### config.mk
export PLATFORM = sky130hd
export DESIGN_NAME = bin2bcd_seq
export DESIGN_NICKNAME = d
export VERILOG_FILES = /design/src/rtl/ssd_pkg.sv /design/src/rtl/bcd_add3.sv /design/src/rtl/bin2bcd_seq.sv
export SDC_FILE = /design/constraint.sdc
export NUM_CORES = 1
export LEC_CHECK = 0
export CORE_MARGIN = 4
export CORE_UTILIZATION = 44
export CTS_BUF_LIST = sky130_fd_sc_hd__clkbuf_16
export DETAILED_ROUTE_END_ITERATION = 10
export PLACE_DENSITY = 0.67
export SETUP_SLACK_MARGIN = 0.02
export SLEW_MARGIN = 20
export SYNTH_ARGS = -nofsm -noshare
export SYNTH_HDL_FRONTEND = slang
export SYNTH_SLANG_ARGS = --single-unit
### constraint.sdc
create_clock -name clk_s -period 3.5 [get_ports clk_s]
set_input_delay 0.7 -clock clk_s [delete_from_list [all_inputs] [get_ports clk_s]]
set_output_delay 0.7 -clock clk_s [all_outputs]
set_load 0.01 [all_outputs]
### src/rtl/ssd_pkg.sv
// ----------------------------------------------------------------------------
// ssd_pkg
// Shared definitions for the seven-segment display path: the blank digit code
// understood by the digit decoders, the converter FSM state type, the default
// digit count and a helper returning 10^n for range checks.
// ----------------------------------------------------------------------------
package ssd_pkg;

    // Digit code the decoder renders as all segments off.
    localparam logic [3:0] DIGIT_BLANK = 4'hF;

    // Default number of BCD digits on the display.
    localparam int DEFAULT_DIGITS = 4;

    typedef enum logic [1:0] {
        IDLE = 2'd0,
        CONV = 2'd1,
        DONE = 2'd2
    } conv_state_t;

    // 10^n, evaluated at elaboration time for parameter-derived limits.
    function automatic int pow10(input int n);
        int acc;
        acc = 1;
        for (int i = 0; i < n; i++) begin
            acc = acc * 10;
        end
        return acc;
    endfunction

endpackage

### src/rtl/bcd_add3.sv
// ----------------------------------------------------------------------------
// bcd_add3
// Combinational correction step of the shift-and-add-3 algorithm: a digit of
// 5 or more gets 3 added so that the following left shift carries correctly
// into the next decimal digit.
// Ports:
//   digit     in  4  BCD digit before correction
//   corrected out 4  digit after correction
// ----------------------------------------------------------------------------
module bcd_add3 (
    input  logic [3:0] digit,
    output logic [3:0] corrected
);

    always_comb begin
        corrected = digit;
        if (digit >= 4'd5) begin
            corrected = digit + 4'd3;
        end
    end

endmodule

### src/rtl/bin2bcd_seq.sv
// ----------------------------------------------------------------------------
// bin2bcd_seq
// Sequential binary-to-BCD converter (shift-and-add-3). One conversion per
// start request, fixed length of BIN_W shift cycles. Values >= 10^DIGITS are
// reported through ovf and shown as blank digits.
//
// Optional build macro: BIN2BCD_LEAD_BLANK_EN
//   When defined, leading zero digits are replaced by the blank code; digit 0
//   is never blanked.
//
// Parameters:
//   BIN_W   width of the binary input
//   DIGITS  number of BCD output digits
// Ports:
//   clk_s  in  1          system clock
//   rst_s  in  1          asynchronous active-high reset
//   start  in  1          conversion request, accepted only in IDLE
//   bin    in  BIN_W      unsigned value, captured when start is accepted
//   busy   out 1          conversion in progress (CONV or DONE)
//   done   out 1          one-cycle pulse when bcd/ovf update
//   bcd    out 4*DIGITS   packed BCD result, digit 0 in [3:0]
//   ovf    out 1          last captured value was >= 10^DIGITS
// ----------------------------------------------------------------------------
module bin2bcd_seq
    import ssd_pkg::*;
#(
    parameter int BIN_W  = 14,
    parameter int DIGITS = DEFAULT_DIGITS
) (
    input  logic                  clk_s,
    input  logic                  rst_s,
    input  logic                  start,
    input  logic [BIN_W-1:0]      bin,
    output logic                  busy,
    output logic                  done,
    output logic [4*DIGITS-1:0]   bcd,
    output logic                  ovf
);

    // One extra digit of headroom so full-scale inputs never disturb the
    // digits that are actually reported; the top digit is dropped.
    localparam int BCD_W = 4 * (DIGITS + 1);
    localparam int CNT_W = $clog2(BIN_W + 1);
    localparam int LIMIT = pow10(DIGITS);

    conv_state_t         state_reg, state_next;
    logic [BCD_W-1:0]    bcd_f_reg;
    logic [BIN_W-1:0]    bin_f_reg;
    logic [CNT_W-1:0]    cnt_reg;
    logic                ovf_pending_reg;
    logic [4*DIGITS-1:0] bcd_reg;
    logic                ovf_reg;
    logic                done_reg;

    logic [BCD_W-1:0]    bcd_corr;
    logic [BCD_W-1:0]    bcd_shift;
    logic [BIN_W-1:0]    bin_shift;
    logic [4*DIGITS-1:0] digits_out;
    logic                last_shift;

    // Per-digit add-3 correction ahead of each shift.
    generate
        for (genvar gi = 0; gi < DIGITS + 1; gi++) begin : g_add3
            bcd_add3 u_add3 (
                .digit     (bcd_f_reg[4*gi +: 4]),
                .corrected (bcd_corr[4*gi +: 4])
            );
        end
    endgenerate

    // Left shift of the combined {BCD field, binary field}.
    assign bcd_shift  = {bcd_corr[BCD_W-2:0], bin_f_reg[BIN_W-1]};
    assign bin_shift  = {bin_f_reg[BIN_W-2:0], 1'b0};
    assign last_shift = (state_reg == CONV) && (cnt_reg == CNT_W'(1));

`ifdef BIN2BCD_LEAD_BLANK_EN
    logic lead_zero;
`endif

    // Result formatting, computed from the final shift so the outputs are
    // already valid during the DONE cycle.
    always_comb begin
        digits_out = bcd_shift[4*DIGITS-1:0];
`ifdef BIN2BCD_LEAD_BLANK_EN
        lead_zero = 1'b1;
        for (int i = DIGITS - 1; i >= 1; i--) begin
            if (lead_zero && (digits_out[4*i +: 4] == 4'd0)) begin
                digits_out[4*i +: 4] = DIGIT_BLANK;
            end else begin
                lead_zero = 1'b0;
            end
        end
`endif
        if (ovf_pending_reg) begin
            digits_out = {DIGITS{DIGIT_BLANK}};
        end
    end

    // FSM state register.
    always_ff @(posedge clk_s or posedge rst_s) begin
        if (rst_s) begin
            state_reg <= IDLE;
        end else begin
            state_reg <= state_next;
        end
    end

    // FSM next-state logic.
    always_comb begin
        state_next = state_reg;
        case (state_reg)
            IDLE: begin
                if (start) begin
                    state_next = CONV;
                end
            end
            CONV: begin
                if (cnt_reg == CNT_W'(1)) begin
                    state_next = DONE;
                end
            end
            DONE: begin
                state_next = IDLE;
            end
            default: begin
                state_next = IDLE;
            end
        endcase
    end

    // Datapath and output registers.
    always_ff @(posedge clk_s or posedge rst_s) begin
        if (rst_s) begin
            bcd_f_reg       <= '0;
            bin_f_reg       <= '0;
            cnt_reg         <= '0;
            ovf_pending_reg <= 1'b0;
            bcd_reg         <= '0;
            ovf_reg         <= 1'b0;
            done_reg        <= 1'b0;
        end else begin
            done_reg <= 1'b0;
            case (state_reg)
                IDLE: begin
                    if (start) begin
                        bin_f_reg       <= bin;
                        bcd_f_reg       <= '0;
                        ovf_pending_reg <= (32'(bin) >= LIMIT);
                        cnt_reg         <= CNT_W'(BIN_W);
                    end
                end
                CONV: begin
                    bcd_f_reg <= bcd_shift;
                    bin_f_reg <= bin_shift;
                    cnt_reg   <= cnt_reg - CNT_W'(1);
                    // Loading on the edge into DONE makes the result and the
                    // done pulse coincide with the DONE cycle.
                    if (last_shift) begin
                        bcd_reg  <= digits_out;
                        ovf_reg  <= ovf_pending_reg;
                        done_reg <= 1'b1;
                    end
                end
                default: ;
            endcase
        end
    end

    assign busy = (state_reg != IDLE);
    assign done = done_reg;
    assign bcd  = bcd_reg;
    assign ovf  = ovf_reg;

endmodule

Word level (Yosys, flattened, before mapping)

Cells that the tools add are included.

Bits in registers: 59
Input bits: 17
Output and inout bits: 19

Add/subtract/negate cells: 6
Magnitude comparators: 6
Equal/unequal tests: 4
Mux-type cells: 17
Reductions and logical operators: 8

Operators with widths:

| kind                                                                  | count |
|---|---|
| 20-bit one-hot mux with 2 select lines                                | 1 |
| 14-bit one-hot mux with 2 select lines                                | 1 |
| 4-bit by 3-bit >= comparator with 1-bit output, second input constant | 5 |
| 20-bit two-way mux                                                    | 1 |
| 4-bit two-way mux                                                     | 5 |
| 4-bit by 2-bit adder with 4-bit output, second input constant         | 4 |
| 16-bit two-way mux                                                    | 1 |
| 14-bit >= comparator, second input constant                           | 1 |
| 14-bit two-way mux                                                    | 1 |
| 4-bit one-hot mux with 2 select lines                                 | 1 |
| 2-bit AND reduction                                                   | 4 |
| 4-bit by 1-bit equality test with 1-bit output, second input constant | 1 |
| 2-bit two-way mux                                                     | 2 |
| 2-bit one-hot mux with 2 select lines                                 | 1 |
| 2-bit nonzero test                                                    | 2 |
| 4-bit by 1-bit subtractor with 4-bit output, second input constant    | 1 |
| 3-bit by 2-bit adder with 3-bit output, second input constant         | 1 |
| 3-bit two-way mux                                                     | 1 |
| 2-bit by 1-bit equality test with 1-bit output, second input constant | 1 |
| 2-bit logical NOT                                                     | 1 |
| 1-bit two-way mux                                                     | 2 |
| 2-bit by 1-bit != test with 1-bit output, second input constant       | 1 |
| 2-bit != test, second input constant                                  | 1 |
| 1-bit logical AND                                                     | 1 |

Depth between registers and ports, before layout

Word-level depth: 4
Gate-level depth with buffers: 8

Hierarchy

A second synthesis with hierarchy kept.

Cell total of the unflattened synthesis: 325
Area, all modules: 2935.3 µm²

Modules (own cells, without submodules):

| module      | times used | cells each | area an instance (µm²) |
|---|---|---|---|
| bin2bcd_seq | 1          | 261        | 2529.9 |
| bcd_add3    | 4          | 16         | 101.3 |

Worst setup path after synthesis

Ideal clock, no wire load.

Path kind: flip-flop to flip-flop
Start point: register bcd_f_reg[0]
End point: register bcd_f_reg[2]
Setup time: 0.083 ns
Data arrival time: 1.426 ns
Setup slack: 1.992 ns
Stages on the path, launching flop included: 7
Path buffers: 0
Path through: dfrtp_1 -> inv_1 -> ha_1 -> nand2b_1 -> a21oi_1 -> mux2_2 -> o21ai_0

Word-level cells in the longest chain between the ends: 3
Elaborated cells between the ends (all ways): 4
Those cells by class: 1 x add/sub; 1 x order compare; 2 x mux

RTL lines:

| what                                                                                                     | line                           | text |
|---|---|---|
| start: declaration                                                                                       | bin2bcd_seq.sv:47              | `logic [BCD_W-1:0] bcd_f_reg;` |
| start signal: assignment                                                                                 | bin2bcd_seq.sv:153             | `bcd_f_reg <= bcd_shift;` |
| 4-bit by 2-bit adder with 4-bit output or 4-bit by 3-bit >= comparator with 1-bit output (tied branches) | bcd_add3.sv:18, bcd_add3.sv:17 |  |
| 4-bit two-way mux *                                                                                      | bcd_add3.sv:17                 | `if (digit >= 4'd5) begin` |
| 20-bit one-hot mux with 2 select lines *                                                                 | bin2bcd_seq.sv:143             | `case (state_reg)` |

Mark *: on every way between the ends. The rest lies on a longest branch, timed or not.
A chain may end at the register's enable or synchronous reset.

Worst setup path after layout

Start point: input port start
End point: register bcd_f_reg[11]

Word-level cells in the longest chain between the ends: 2

RTL lines:

| what                          | line              | text |
|---|---|---|
| start: declaration            | bin2bcd_seq.sv:32 | `input logic start,` |
| 2-bit != test (no line)       | n/a               |  |
| 2-bit AND reduction (no line) | n/a               |  |

No other way between the ends.

==> summary.md <==
| Metric | Value |
|---|---|
| Status | finished, final reports clean |
| Layout cells sized above 1 | 0.0642 |
| Worst Hold End | bin_f_reg[1]$_DFFE_PP0P_ |
| Largest net degree at the start of global routing | 56 |
| Final Net Count | 323 |
| CP Capture Type | flop |
| Hold Path Class | reg2reg |
| Core box area | 0.00557 mm² |
| Critical Path Fanout Max | 21 |
| Routed WL | 5.04 mm |
| Worst-path clk slew | 70 ps |
| Slew headroom | 0.410 |
| Final worst path period share | 0.611 |
| Drt pass-1 iters | 4 |
| IO buf count | 35 |
| Routability congestion estimate | 0.799 |
| Worst slew pin tran | 885 ps |
| CTS resizes | 0 |
| Worst skew pair latency | 280 ps |
| Width of the die | 84.5 µm |
| Combinational power share | 0.426 |
| Final ANT Viol Nets | 0 |
| Switching Fraction | 0.372 |
| Reg power frac | 0.406 |
| Clock Sinks | 55 |
| Clock root cell | clkbuf_16 |
| Synth unique cells | 32 |
| Worst R2R End | ovf$_DFFE_PP0P_ |
| Die height | 84.5 µm |
| Die Area | 0.00714 mm² |
| Tmin final | 2140 ps |
| Ports | 36 |
| Vias per cell | between 5 and 6 |
| Max-capacitance violation count | 0 |
| R2r setup slk | 1390 ps |
| R2R depth | 5 |
| Worst Hold Launch | bin_f_reg[1]$_DFFE_PP0P_ |
| Post-route setup TNS | 0 ps |
| Worst Path Arrival | 2340 ps |
| Synthesis warning total | 0 |
| Final hold vios | 0 |
| Total power | 2.77 mW |
| Bufs on Longest Clock Path | 2 |
| FMAX | approximately 470 MHz |
| Mapped Cells | approximately 270 |
| DR iter-0 viols | 116 |
| Vias | 1948 |
| WS Path Type | in2reg |
| Residual DRC count | 0 |
| Syn_nets | 293 |
| Synth Cell Area | 0.00257 mm² |
| Final Max Slew Viols | 0 |
| Most Crowded Layer GR | met2 |
| Remaining Overflow, GRT | 0 |
| Final Skew | approximately 3.5 ps |
| Finished Core Util | 0.555 |
| Max VDD drop | 0.460 mV |
| Reg-to-Reg Start | cnt_reg[1]$_DFFE_PP0P_ |
| Required @ worst endpoint | 3700 ps |
| P per Cell Area | about 900 mW/mm² |
| GR Layer Usage met3 | 0.0334 |
| GRT Util Overall | 0.148 |
| Hold path cells | 2 |
| Met2 GRT Util | 0.254 |
| CTS tree | yes |
| Internal | 1.74 mW |
| Setup violators final | 0 |
| Clock power share | 0.168 |
| Antenna fix cells | 0 |
| Seq/Total Area, Yosys | 0.535 |
| NetSw | between 1 and 1.5 mW |
| RSZ-0062 raised after global routing | false |
| Hpwl dp | roughly 3.4 mm |
| Final Cell Area | 0.00309 mm² |
| Vias in the first global route | 1894 |
| Seq cells post-synth | 55 |
| Leakage Power | 1.35 nW |
| First-pass GRT wire length | 8.71 mm |
| Startpoint class of the critical path | primary input |
| Initial antenna violation count | 0 |
| H-tree levels | 2 |
| M1 GR Usage | 0.190 |
| Synthesis-to-finish area growth | 20.1% |
| Hold-fix buffers, CTS | 0 |
| Starting Density | 0.462 |
| Post-CTS Setup Bufs | 0 |
| Wire per inst | 13.7 µm |
| Row Count | 27 |
| Average cell area after synthesis | 9.68 µm² |
| Placement-stage cell area | between 0.002 and 0.003 mm² |
| CTS Buf Count | 5 |
placed cells by master (no fill, tap or decap), types with 2 or more instances in the layout:
cell             count
dfrtp_1             55
nand2_1             40
clkdlybuf4s50_1     35
o21ai_0             26
nor2_1              23
a21oi_1             19
a22oi_1             13
inv_1               12
nand3_1             12
ha_1                10
nor3_1               5
clkbuf_16            5
nand2b_1             4
xnor2_1              4
mux2_2               4
a41oi_1              3
nor3b_1              3
nor3b_2              2
and2_1               2
a211oi_1             2
a31oi_1              2
buf_4                2
power groups by stage:
stage / combinational [mW] / sequential [mW] / clock, mW
final: 1.18 / 1.12 / 0.466
after CTS: 1.20 / 1.13 / 0.475
after detailed placement: 1.19 / 1.14 / 0
after global placement: 1.16 / 1.13 / 0
after global routing: 1.34 / 1.17 / 0.499
after floorplan: 0.783 / 1.13 / 0
synthesized netlist by cell type:
| cell type | number | area share |
|---|---|---|
| clkbuf_1 | 6 | 0.0087 |
| xnor2_1 | 4 | 0.014 |
| nor2_1 | 23 | 0.034 |
| and3_1 | 1 | 0.0024 |
| a31oi_1 | 2 | 0.0049 |
| mux2_1 | 1 | 0.0044 |
| buf_6 | 1 | 0.0044 |
| mux2_2 | 4 | 0.017 |
| o211ai_1 | 1 | 0.0029 |
| buf_4 | 2 | 0.0058 |
| nand2b_1 | 5 | 0.012 |
| nand2_1 | 40 | 0.058 |
| and2b_4 | 1 | 0.0039 |
| o21ai_0 | 26 | 0.051 |
| buf_2 | 5 | 0.0097 |
| inv_1 | 13 | 0.019 |
| nor4_1 | 1 | 0.0024 |
| a211oi_1 | 2 | 0.0058 |
| o311ai_0 | 1 | 0.0034 |
| a21oi_1 | 19 | 0.037 |
| nor3b_1 | 3 | 0.0087 |
| dfrtp_1 | 55 | 0.53 |
| nor2_2 | 1 | 0.0024 |
| o31ai_1 | 1 | 0.0029 |
| and2_1 | 2 | 0.0049 |
| a41oi_1 | 3 | 0.010 |
| nor3b_2 | 2 | 0.0097 |
| a22oi_1 | 13 | 0.038 |
| nand3_1 | 12 | 0.023 |
| a41oi_2 | 1 | 0.0063 |
| ha_1 | 10 | 0.049 |
| nor3_1 | 5 | 0.0097 |
metal layers:
metal  vias to the layer above  wire [µm]
li1                        973          -
met3                         5        208
met4                         0         45
met1                       940       2330
met5                         -          0
met2                        30       2460
stage by stage:
stage	cells	setup slack (ps)	hold slack [ps]
global placement	361	1120	461
global route	368	1220	499
CTS	368	1360	483
floorplan	266	1460	446
detailed placement	361	1070	466
finish	368	1360	479
worst max-delay path: stages:
cell	delay, ps
clkdlybuf4s50_1	410
nor3b_2	150
buf_4	200
nor2_2	560
o21ai_0	190
o21ai_0	110
logic make-up (layout without fill, tap and decap cells):
| group | Yosys count | after routing | synth area share |
|---|---|---|---|
| AO/OA/AOI/OAI | 69 | 69 | 0.162 |
| XOR/XNOR | 4 | 4 | 0.0136 |
| adder cells (fa/ha/maj) | 10 | 10 | 0.0486 |
| buffers and inverters | 27 | 57 | 0.0476 |
| flip-flops | 55 | 55 | 0.535 |
| multiplexers | 5 | 5 | 0.0219 |
| AND/OR/NAND/NOR | 96 | 96 | 0.172 |
worst max-delay path by stage:
stage,depth (start not counted),from,slack (ps),to
finish,6,start,1360,bcd_f_reg[11]$_DFFE_PP0P_
global route,5,cnt_reg[1]$_DFFE_PP0P_,1220,ovf$_DFFE_PP0P_
CTS,5,cnt_reg[1]$_DFFE_PP0P_,1360,ovf$_DFFE_PP0P_
detailed placement,6,start,1070,bcd_f_reg[15]$_DFFE_PP0P_
global placement,6,start,1120,bcd_f_reg[7]$_DFFE_PP0P_
floorplan,1,rst_s,1460,bcd[0]$_DFFE_PP0P_
area by class of cell:
type / instances / area [µm²]
multi-input cells: 184 / 1080
clock buffers: 5 / 125
well taps: 72 / 90.1
inverters: 13 / 48.8
repair buffers: 37 / 365
flip-flops and latches: 55 / 1380
clock inverters: 2 / 8.76
fillers: 512 / 2480
(Power assumes the default switching activity.)
